File: config.mk
export PLATFORM = sky130hd
export DESIGN_NAME = pattern_source
export DESIGN_NICKNAME = d
export VERILOG_FILES = /design/src/rtl/bitrev_pkg.sv /design/src/rtl/pattern_mem.sv /design/src/rtl/pattern_source.sv
export SDC_FILE = /design/constraint.sdc
export NUM_CORES = 1
export LEC_CHECK = 0
export CAP_MARGIN = 20
export CORE_UTILIZATION = 35
export CTS_CLUSTER_SIZE = 25
export DETAILED_ROUTE_END_ITERATION = 10
export MAX_ROUTING_LAYER = met4
export PLACE_DENSITY = 0.61
export SETUP_SLACK_MARGIN = 0.05
export SLEW_MARGIN = 20
export SYNTH_ARGS = -nofsm -noshare
export SYNTH_HDL_FRONTEND = slang
export SYNTH_HIERARCHICAL = 1
export SYNTH_SLANG_ARGS = --single-unit
File: constraint.sdc
create_clock -name clk -period 2.2 [get_ports clk]
set_clock_uncertainty 0.1 [all_clocks]
set_input_delay 0.44 -clock clk [delete_from_list [all_inputs] [get_ports clk]]
set_output_delay 0.44 -clock clk [all_outputs]
set_load 0.02 [all_outputs]
File: src/rtl/bitrev_pkg.sv
// Shared types and helpers for the bit-reversal datapath.
package bitrev_pkg;

    typedef enum logic {
        IDLE = 1'b0,
        RUN  = 1'b1
    } state_t;

    // Widest word bit_reverse can handle; callers zero-extend into this width.
    localparam int BR_MAX_W = 64;

    // Reverses the low w bits of v; bits at or above w come back as zero.
    function automatic logic [BR_MAX_W-1:0] bit_reverse(input logic [BR_MAX_W-1:0] v,
                                                        input int unsigned w);
        logic [BR_MAX_W-1:0] r;
        r = {<<{v}};
        return r >> (BR_MAX_W - w);
    endfunction

endpackage

File: src/rtl/pattern_mem.sv
// DEPTH x WIDTH pattern register file: async clear, one synchronous write port,
// one combinational read port (a same-cycle write is seen by the next read only).
module pattern_mem #(
    parameter int WIDTH  = 8,
    parameter int DEPTH  = 8,
    parameter int ADDR_W = 3
) (
    input  logic              clk,
    input  logic              reset,
    input  logic              wr_en,
    input  logic [ADDR_W-1:0] wr_addr,
    input  logic [WIDTH-1:0]  wr_data,
    input  logic [ADDR_W-1:0] rd_addr,
    output logic [WIDTH-1:0]  rd_data
);

    logic [WIDTH-1:0] mem [DEPTH];

    always_ff @(posedge clk or posedge reset) begin
        if (reset) begin
            mem <= '{default: '0};
        end else if (wr_en && (32'(wr_addr) < DEPTH)) begin
            mem[wr_addr] <= wr_data;
        end
    end

    assign rd_data = mem[rd_addr];

endmodule

File: src/rtl/pattern_source.sv
// Streams a programmed number of pattern words over valid/ready, one-shot or looping,
// optionally bit-reversed. All outputs are registered.
//
//   state | meaning
//   IDLE  | waiting for start; out_valid low
//   RUN   | presenting words; busy high until the final transfer
module pattern_source
    import bitrev_pkg::*;
#(
    parameter  int WIDTH  = 8,
    parameter  int DEPTH  = 8,
    localparam int ADDR_W = (DEPTH > 2) ? $clog2(DEPTH) : 1
) (
    input  logic              clk,
    input  logic              reset,
    input  logic              wr_en,
    input  logic [ADDR_W-1:0] wr_addr,
    input  logic [WIDTH-1:0]  wr_data,
    input  logic              start,
    input  logic              stop,
    input  logic              loop,
    input  logic              reverse,
    input  logic [ADDR_W:0]   len,
    output logic              out_valid,
    input  logic              out_ready,
    output logic [WIDTH-1:0]  out_data,
    output logic [ADDR_W-1:0] out_addr,
    output logic              out_last,
    output logic              busy,
    output logic              done
);

    state_t            state;
    logic              loop_r;
    logic              rev_r;
    logic [ADDR_W:0]   len_r;
    logic              stop_pending;

    logic [ADDR_W:0]   len_eff;
    logic [ADDR_W:0]   len_cur;
    logic [ADDR_W-1:0] next_addr;
    logic              next_last;
    logic [WIDTH-1:0]  rd_data;
    logic [BR_MAX_W-1:0] rev_full;
    logic [WIDTH-1:0]  fetch_word;
    logic              xfer;
    logic              end_run;

    pattern_mem #(
        .WIDTH  (WIDTH),
        .DEPTH  (DEPTH),
        .ADDR_W (ADDR_W)
    ) u_mem (
        .clk     (clk),
        .reset   (reset),
        .wr_en   (wr_en),
        .wr_addr (wr_addr),
        .wr_data (wr_data),
        .rd_addr (next_addr),
        .rd_data (rd_data)
    );

    always_comb begin
        len_eff = len;
        if (len == '0 || len > (ADDR_W+1)'(DEPTH)) begin
            len_eff = (ADDR_W+1)'(DEPTH);
        end
    end

    // While IDLE the fetch uses the start-time inputs, since they are latched on the same edge.
    assign len_cur   = (state == IDLE) ? len_eff : len_r;
    assign next_addr = (state == IDLE || out_last) ? '0 : out_addr + 1'b1;
    assign next_last = ({1'b0, next_addr} == len_cur - 1'b1);

    assign rev_full   = bit_reverse(BR_MAX_W'(rd_data), WIDTH);
    assign fetch_word = ((state == IDLE) ? reverse : rev_r) ? rev_full[WIDTH-1:0] : rd_data;

    assign xfer = out_valid & out_ready;
    // A stop arriving in the same cycle as a transfer ends the run with that transfer.
    assign end_run = xfer & (stop_pending | stop | (out_last & ~loop_r));

    always_ff @(posedge clk or posedge reset) begin
        if (reset) begin
            state        <= IDLE;
            loop_r       <= 1'b0;
            rev_r        <= 1'b0;
            len_r        <= '0;
            stop_pending <= 1'b0;
            out_valid    <= 1'b0;
            out_data     <= '0;
            out_addr     <= '0;
            out_last     <= 1'b0;
            busy         <= 1'b0;
            done         <= 1'b0;
        end else begin
            done <= 1'b0;
            case (state)
                IDLE: begin
                    if (start) begin
                        state        <= RUN;
                        busy         <= 1'b1;
                        loop_r       <= loop;
                        rev_r        <= reverse;
                        len_r        <= len_eff;
                        stop_pending <= 1'b0;
                        out_valid    <= 1'b1;
                        out_data     <= fetch_word;
                        out_addr     <= next_addr;
                        out_last     <= next_last;
                    end
                end
                RUN: begin
                    if (end_run) begin
                        state        <= IDLE;
                        busy         <= 1'b0;
                        out_valid    <= 1'b0;
                        out_last     <= 1'b0;
                        stop_pending <= 1'b0;
                        done         <= 1'b1;
                    end else begin
                        if (stop) begin
                            stop_pending <= 1'b1;
                        end
                        if (xfer) begin
                            out_data <= fetch_word;
                            out_addr <= next_addr;
                            out_last <= next_last;
                        end
                    end
                end
                default: state <= IDLE;
            endcase
        end
    end

endmodule

==> results summary, run 1 <==
The flow ran to the end, but the final reports show violations. The final reports fail on design-rule violations, negative setup slack. The first global-routing pass estimated 14100 um of wire. The area of the core is 0.0115 mm^2. Buffers placed on the I/O ports in this run total 37. The endpoint of the worst register-to-register path is out_data[0]. The initial antenna violation count is 0. In the synthesized netlist the dominant register cell turns out to be sky130_fd_sc_hd__dfrtp_1. The clock sink count is 86. The startpoint of the worst setup timing path is out_addr[0].

The maximum cell stage delay along the critical path is 490 ps. The total power divided by cell area came out at 1420 mW/mm^2. The number of global-route vias before repair came out at 2687. The sequential cell area is 0.00215 mm^2.

Counting both buffers and inverters, the worst setup path holds a total of 1. The die is 111 um tall. The share of the synthesized area in the top cell type is 0.518. The residual antenna-violating net count after detailed routing came out at 0. The number of cells on the critical path came out at 8.

The tool flagged a number of max-cap violations equal to 0. After detailed routing, the average wire length per cell comes to 17.0 um. The final setup violation count is 8.

For the worst setup path, the data required time is 2320 ps. The topmost layer with routed signal wires is met4. The net count after synthesis is 311.

The final-report max-slew violation count came out at 0. The number of hold violations in the final report was 0. Setup repair after global routing could not meet its margin everywhere.

38 I/O pins were placed. The length in cells of the worst reg-to-reg path came out at 8. The number of nets in the final layout is 376.

The category of the worst setup path launch point is a flop. The ratio of final minimum period to clock period came out at 1.03. The initialized floorplan defines 39 standard-cell rows. The netlist area before placement is 0.00415 mm^2.

The worst-case clock buffer depth came out at 2. Data on the critical path arrives at its endpoint at 2380 ps. For this configuration, the core starts out at a cell density of 0.361. The total length of routed met2 wires came out at 3990 um. The detailed placement HPWL is 5820 um. The width of the chip came out at 111 um.

After synthesis, the share of flip-flops with an asynchronous set or reset is 1.00. The total of hold buffers inserted after clock tree synthesis came out at 0. The clock network power share came out at 0.216.

Of the total power, the share spent switching nets is 0.326. The post-route minimum period is 2270 ps. The warning count from the yosys run came out at 6. Grouping stages by cell kind, the critical path spends the most delay in multiplexers. The length of the first detailed-routing pass in iterations came out at 7. The number of flops mapped to enable cells by yosys came out at 0. The detail-routed via count per cell is 5.05. The routed metal-1 wire length came out at 4090 um.

The clock transition at the register clock pins on the worst setup and hold paths after CTS is 70 ps. The total design power came out at 7.53 mW. Following the worst setup path forward leads to its endpoint at out_data[0]. The startpoint identified for the worst register-to-register timing path is out_addr[0]. The ratio of cells with drive above 1 in the final layout came out at 0.430. The count of antenna diodes in the layout came out at 0. The combinational cell fraction of total power came out at 0.481. Of all nets on the critical path, the largest fanout is 5.

A synthesized cell averages 14.5 um^2. After layout, the worst setup slack is -66.6 ps. The area of combinational cells with multiple inputs is 0.00193 mm^2. The kind of critical path is reg2reg.

After detailed routing, the number of remaining DRC violations is 10. Entering global routing, the biggest net connects 29 pins. The insertion delay of the later-clocked pin in the worst-skew pair is 340 ps.

The finished cells cover 0.00532 mm^2. The worst relative slew slack is 0.676. The worst reg-to-reg setup slack came out at -70 ps.

The count of state elements after synthesis came out at 86. The biggest area contributor in the post-synthesis netlist is sky130_fd_sc_hd__dfrtp_1. The congestion estimate from routability-driven global placement came to 0.773. In the post-synthesis netlist, the biggest area contributors are sky130_fd_sc_hd__dfrtp_1 52%, sky130_fd_sc_hd__mux2_2 21%, sky130_fd_sc_hd__mux4_1 9.5%. The number of CTS-inserted buffers came out at 9. The share of the yosys chip area belonging to registers is 0.518. Leaving out fill and tap cells, the most frequent cells in the layout are 84 x sky130_fd_sc_hd__dfrtp_1, 69 x sky130_fd_sc_hd__mux2_2, 36 x sky130_fd_sc_hd__clkdlybuf4s50_1.

The distinct cell type count of the synthesized netlist came out at 38. Across the VDD grid, the largest voltage drop is 0.000669 V. The wire length reported by the detailed router is 8470 um. The die covers 0.0123 mm^2. The switching component of the power is 2.45 mW. The signal on the critical path passes through ha_4, xnor2_4, nor2_4, buf_6, mux4_2, mux2_4, mux2i_1, o21ai_1. The routed layout has 2519 vias. The share of the core filled with cells came out at 0.462.

The measured slew at the worst slew-check pin came out at 485 ps. The path class of the tightest hold or removal check is in2async. The internal portion of the total power is 5.08 mW.

The timing-limited maximum frequency came out at 0.441 GHz. The global routing usage summed across all routing layers came out at 0.154. The root buffer selected by CTS is sky130_fd_sc_hd__clkbuf_16. The cell with the largest stage delay on the worst path is sky130_fd_sc_hd__mux4_2. The part of the power in registers is 0.303.

The cell count after synthesis came out at 286. In this run, the number of DRC markers left after iteration 0 of detailed routing was 97. Summing all placed instances gives a cell area of 0.00492 mm^2.

The library cell used most frequently in the layout, excluding fill and tap cells, is sky130_fd_sc_hd__dfrtp_1. TritonCTS built the clock tree. Timing analysis after detailed placement gives a worst setup slack of -258 ps. The leakage component of the power is 2.28 nW.

For the final routed database, the setup TNS stands at -419 ps. The filler cells instantiated in the layout total 1040. The worst setup path is captured at a flop. The area growth from synthesis to final layout came out at 28.0%. Wire segments on met3 add up to 285 um in the final route.

The H-tree depth came out at 3. After global routing the overflow that remains totals 0.
-- cells in the mapped netlist (4+ instances only) --
master and number:
sky130_fd_sc_hd__mux4_1 15, sky130_fd_sc_hd__inv_1 7, sky130_fd_sc_hd__dfrtp_1 86, sky130_fd_sc_hd__mux2i_1 8, sky130_fd_sc_hd__nor2_1 6, sky130_fd_sc_hd__a21oi_1 5
sky130_fd_sc_hd__buf_2 8, sky130_fd_sc_hd__nand2_1 14, sky130_fd_sc_hd__xnor2_1 4, sky130_fd_sc_hd__mux2_2 76, sky130_fd_sc_hd__nand2b_1 5, sky130_fd_sc_hd__o21ai_0 12
-- flip-flops by register name, summed over array words and instances (netlist names) --
signal	count
busy	1
done	1
len_r	4
loop_r	1
out_addr	3
out_data	8
out_last	1
rev_r	1
state	1
stop_pending	1
u_mem/mem	64
-- worst reg2reg max path: stages, from the launching register on --
cell and delay (ps):
sky130_fd_sc_hd__dfrtp_2 430, sky130_fd_sc_hd__ha_4 180, sky130_fd_sc_hd__xnor2_4 130, sky130_fd_sc_hd__nor2_4 150
sky130_fd_sc_hd__buf_6 160, sky130_fd_sc_hd__mux4_2 490, sky130_fd_sc_hd__mux2_4 280, sky130_fd_sc_hd__mux2i_1 160
sky130_fd_sc_hd__o21ai_1 70
-- power groups by stage --
stage | Sequential, mW | Clock (mW) | Combinational, mW
5_1_grt | 2.35 | 1.73 | 3.92
2_1_floorplan | 2.39 | 0 | 2.27
3_5_place_dp | 2.29 | 0 | 3.33
4_1_cts | 2.28 | 1.68 | 3.63
6_report | 2.28 | 1.62 | 3.63
3_3_place_gp | 2.27 | 0 | 3.28
-- what timing repair did --
item | in CTS | in global routing
gates resized for setup | 26 | 7
buffers inserted | 0 | 0
setup endpoints to repair | 8 | 9
pin swaps | 5 | 2
cloned | 1 | 0
endpoints found under the hold margin | 0 | 0
-- cell families (layout without fill, tap and decap cells) --
| group | Yosys count | after routing | synth area share |
|---|---|---|---|
| AND/OR/NAND/NOR | 41 | 41 | 0.0575 |
| flip-flops | 86 | 86 | 0.518 |
| multiplexers | 101 | 101 | 0.331 |
| adder cells (fa/ha/maj) | 2 | 2 | 0.00602 |
| buffers and inverters | 25 | 95 | 0.0377 |
| XOR/XNOR | 6 | 6 | 0.0127 |
| AO/OA/AOI/OAI | 25 | 25 | 0.0370 |
-- per-stage QoR --
step                      std cells  hold slack (ps)
final                           499              361
after global routing            499              406
after CTS                       499              373
after detailed placement        482              370
after global placement          482              364
after floorplan                 286              329
-- per-layer routing --
| metal | vias up | track usage |
|---|---|---|
| li1 | 1184 | - |
| met1 | 1280 | 0.205 |
| met2 | 46 | 0.234 |
| met3 | 9 | 0.0355 |
| met4 | 0 | 0.0466 |
| met5 | - | - |
-- cell type report --
type / instances / share of cell area
inverter: 7 / 0.00494
multi-input combinational: 175 / 0.363
tap: 143 / 0.0337
clock inverter: 7 / 0.0184
timing repair buffer: 72 / 0.133
sequential: 86 / 0.405
clock buffer: 9 / 0.0424
-- worst min-delay path by stage --
stage	start	endpoint	slack (ps)	cells past startpoint
6_report	reset	u_mem/mem[6]	360	2
5_1_grt	reset	u_mem/mem[6]	410	2
4_1_cts	reset	u_mem/mem[6]	370	2
3_5_place_dp	out_data[5]	out_data[5]	370	2
3_3_place_gp	out_data[2]	out_data[2]	360	2
2_1_floorplan	reset	busy	330	1
Note: power is estimated with default switching activity, not from simulation.
==> run 2, diff against run 1 <==
--- a/config.mk
+++ b/config.mk
@@ -6,11 +6,13 @@
 export NUM_CORES = 1
 export LEC_CHECK = 0
 export CAP_MARGIN = 20
+export CELL_PAD_IN_SITES_DETAIL_PLACEMENT = 0
+export CELL_PAD_IN_SITES_GLOBAL_PLACEMENT = 1
 export CORE_UTILIZATION = 35
 export CTS_CLUSTER_SIZE = 25
 export DETAILED_ROUTE_END_ITERATION = 10
 export MAX_ROUTING_LAYER = met4
-export PLACE_DENSITY = 0.61
+export PLACE_DENSITY = 0.69
 export SETUP_SLACK_MARGIN = 0.05
 export SLEW_MARGIN = 20
 export SYNTH_ARGS = -nofsm -noshare
==> run 2 against run 1 <==
The flow still finishes with violations (design-rule violations, negative setup slack). Fmax down 1.0%. Via count up 1.5%. Worst hold slack worse by 51 ps. Worst setup slack worse by 23 ps. Critical path type unchanged. Utilization down 0.47 points. Count of clock-buffer cells in the layout up 1. Register-to-register slack worse by 20 ps. Critical path depth unchanged. Final cell count unchanged. Largest power group unchanged. Power down 1.2%. Sequential share of layout area up 0.41 points.
==> results summary, run 2 (synthesized netlist as in run 1, its figures left out) <==
The number of hold violations in the final report came to 0 (unchanged). The area of the core came to 0.0115 mm^2 (unchanged). The root buffer selected by CTS is sky130_fd_sc_hd__clkbuf_16 (unchanged). The final-report max-slew violation count was 0 (unchanged). The flip-flop count of the largest register, all copies and words added was 64 (unchanged). The final setup violation count came out at 8 (unchanged). The total power divided by cell area is 1410 mW/mm^2 (was 1420 mW/mm^2). The peak supply drop came out at 0.000428 V (was 0.000669 V).

The wire length reported by the detailed router is 8550 um (was 8470 um). The global routing usage summed across all routing layers is 0.158 (was 0.154). The row count came out at 39 (unchanged). The ratio of cells with drive above 1 in the final layout came out at 0.416 (was 0.430). The measured slew at the worst slew-check pin came out at 431 ps (was 485 ps). The total of hold buffers inserted after clock tree synthesis is 0 (unchanged). The commonest non-fill, non-tap cell in the layout is sky130_fd_sc_hd__dfrtp_1 (unchanged). The count of maximum capacitance violations came out at 0 (unchanged). The switching component of the power is 2.39 mW (was 2.45 mW). The clock transition at the register clock pins on the worst setup and hold paths after CTS is 60 ps (was 70 ps). The final design instance area without fill is 0.00526 mm^2 (was 0.00532 mm^2). The total instance count after detailed placement came out at 482 (unchanged). The number of global-route vias before repair is 2651 (was 2687). The nature of the critical path endpoint is a flop (unchanged). The path type of the worst min-delay path is in2async (unchanged).

The post-route minimum period is 2290 ps (was 2270 ps). The number of CTS-inserted buffers came out at 9 (unchanged). Failing checks: design-rule violations, negative setup slack (unchanged). The count of buffers inserted at the top-level ports is 37 (unchanged). The final routed DRC violation total came out at 14 (was 10). The total congestion overflow is 0 (unchanged).

The leakage component of the power is 2.26 nW (was 2.28 nW). The clock sink count came out at 86 (unchanged). The kind of critical path was reg2reg (unchanged).

The count of antenna diodes in the layout is 0 (unchanged). The H-tree depth is 3 (unchanged). The detailed placement HPWL is 5950 um (was 5820 um).

The area growth from synthesis to final layout came to 26.7% (was 28.0%). The length of the first detailed-routing pass in iterations is 7 (unchanged). The ratio of final minimum period to clock period came out at 1.04 (was 1.03).

The initial core utilization is 0.361 (unchanged). The number of non-filler instances in the completed layout came to 499 (unchanged). The total design power came out at 7.44 mW (was 7.53 mW). The number of nets in the final layout is 378 (was 376). The worst-case clock buffer depth is 2 (unchanged). The switching share of power is 0.321 (was 0.326). The floorplan die height came out at 111 um (unchanged). The worst slack on hold paths is 310 ps (was 361 ps).

Regs by FF count: u_mem/mem x64, out_data x8, len_r x4 (unchanged). The TritonCTS clock tree is done (unchanged). The maximum fanout along the worst path came to 8 (was 5). The combinational cell fraction of total power is 0.481 (about the same). Status: finished, violations left (unchanged). The residual antenna-violating net count after detailed routing is 0 (unchanged). The overall die area came out at 0.0123 mm^2 (unchanged). The clock network power share was 0.213 (was 0.216). The register with the highest flop count is u_mem/mem (unchanged). The pin count of the biggest net entering global routing came out at 31 (was 29). The number of design-rule violations left by the first detailed-router iteration came to 112 (was 97). The worst relative slew slack came out at 0.707 (was 0.676).

The insertion delay of the later-clocked pin in the worst-skew pair came to 340 ps (about the same). The detail-routed via count per cell came out at 5.13 (was 5.05). The routability congestion estimate from global placement is 0.752 (was 0.773). Top library cells by usage in the layout, fill and taps aside: 84 x sky130_fd_sc_hd__dfrtp_1, 70 x sky130_fd_sc_hd__mux2_2, 37 x sky130_fd_sc_hd__clkdlybuf4s50_1 (was 84 x sky130_fd_sc_hd__dfrtp_1, 69 x sky130_fd_sc_hd__mux2_2, 36 x sky130_fd_sc_hd__clkdlybuf4s50_1). The timing-limited maximum frequency is 0.437 GHz (was 0.441 GHz). The initial antenna violation count came out at 0 (unchanged). The category of the worst setup path launch point is a flop (unchanged). The final worst setup slack is -89.5 ps (was -66.6 ps).

The worst path arrival time was 2420 ps (was 2380 ps). The routed via count came out at 2558 (was 2519). Unrepaired setup endpoints after global routing: true (unchanged). The part of the power in registers is 0.306 (was 0.303). The data required time at the worst endpoint is 2330 ps (was 2320 ps). The top-level I/O count came out at 38 (unchanged). The wire length of the first global-routing pass came to 14200 um (was 14100 um). The wire length per cell came to 17.1 um (was 17.0 um). The setup total negative slack came out at -456 ps (was -419 ps). The cell-internal power came out at 5.05 mW (was 5.08 mW). The width of the chip came out at 111 um (unchanged). The area after detailed placement is 0.00492 mm^2 (about the same).
[run 2: cell types whose count changed in the layout (fill, tap and decap cells not counted), sizes merged]
cell | previous run | this run
buf | 35 | 37
clkbuf | 9 | 10
clkdlybuf4s50 | 36 | 37
clkinvlp | 2 | 0
dlymetal6s2s | 1 | 0
inv | 8 | 7
[run 2: worst max-delay path: stages (launching register included)]
cell and delay, ps:
sky130_fd_sc_hd__dfrtp_2 420, sky130_fd_sc_hd__ha_4 170, sky130_fd_sc_hd__xnor2_2 130, sky130_fd_sc_hd__nor2_2 140, sky130_fd_sc_hd__buf_6 180, sky130_fd_sc_hd__mux4_2 500
sky130_fd_sc_hd__mux2_4 280, sky130_fd_sc_hd__mux2i_1 160, sky130_fd_sc_hd__o21ai_1 90
[run 2: power by group through the flow]
stage	clock [mW]	sequential (mW)	combinational [mW]
after floorplan	0	2.39	2.27
after global placement	0	2.28	3.30
after detailed placement	0	2.30	3.36
after CTS	1.64	2.28	3.63
after global routing	1.70	2.34	3.88
final	1.59	2.28	3.58
[run 2: layout make-up]
cell class | count | area (um^2)
Multi-Input combinational cell | 175 | 1880
Inverter | 7 | 26.3
Fill cell | 1051 | 6250
Timing Repair Buffer | 74 | 714
Tap cell | 143 | 179
Sequential cell | 86 | 2150
Clock inverter | 4 | 73.8
Clock buffer | 10 | 229
[run 2: path summary, 6_finish.rpt]
kind	start	to	slack (ps)	cells past startpoint
worst max-delay path	out_addr[1]	out_data[0]	-90	8
worst min-delay path	reset	u_mem/mem[27]	310	2
worst max register to register	out_addr[1]	out_data[0]	-90	8
worst min register to register	out_data[6]	out_data[6]	390	2
max in group asynchronous	reset	u_mem/mem[10]	1190	3
min in group clk	out_data[6]	out_data[6]	390	2
[run 2: what timing repair did]
action / CTS / global route
pin swaps: 4 / 0
setup buffers: 4 / 0
endpoints found under the setup margin: 8 / 9
gates resized for setup: 20 / 1
[run 2: through the flow]
stage / worst slack [ps] / util
after floorplan: -195 / -
after global placement: -247 / 0.427
after detailed placement: -273 / 0.427
after CTS: -91.5 / 0.456
after global routing: -229 / 0.457
final: -89.5 / 0.457
[run 2: layer usage]
layer  global-route usage  wire length (um)  share of wire  vias up
met5                    -                 0              0        -
met4               0.0886               191          0.022        0
met3               0.0328               295          0.035       15
met2                0.234              4070           0.48       47
met1                0.201              3990           0.47     1311
li1                     -                 -              -     1185
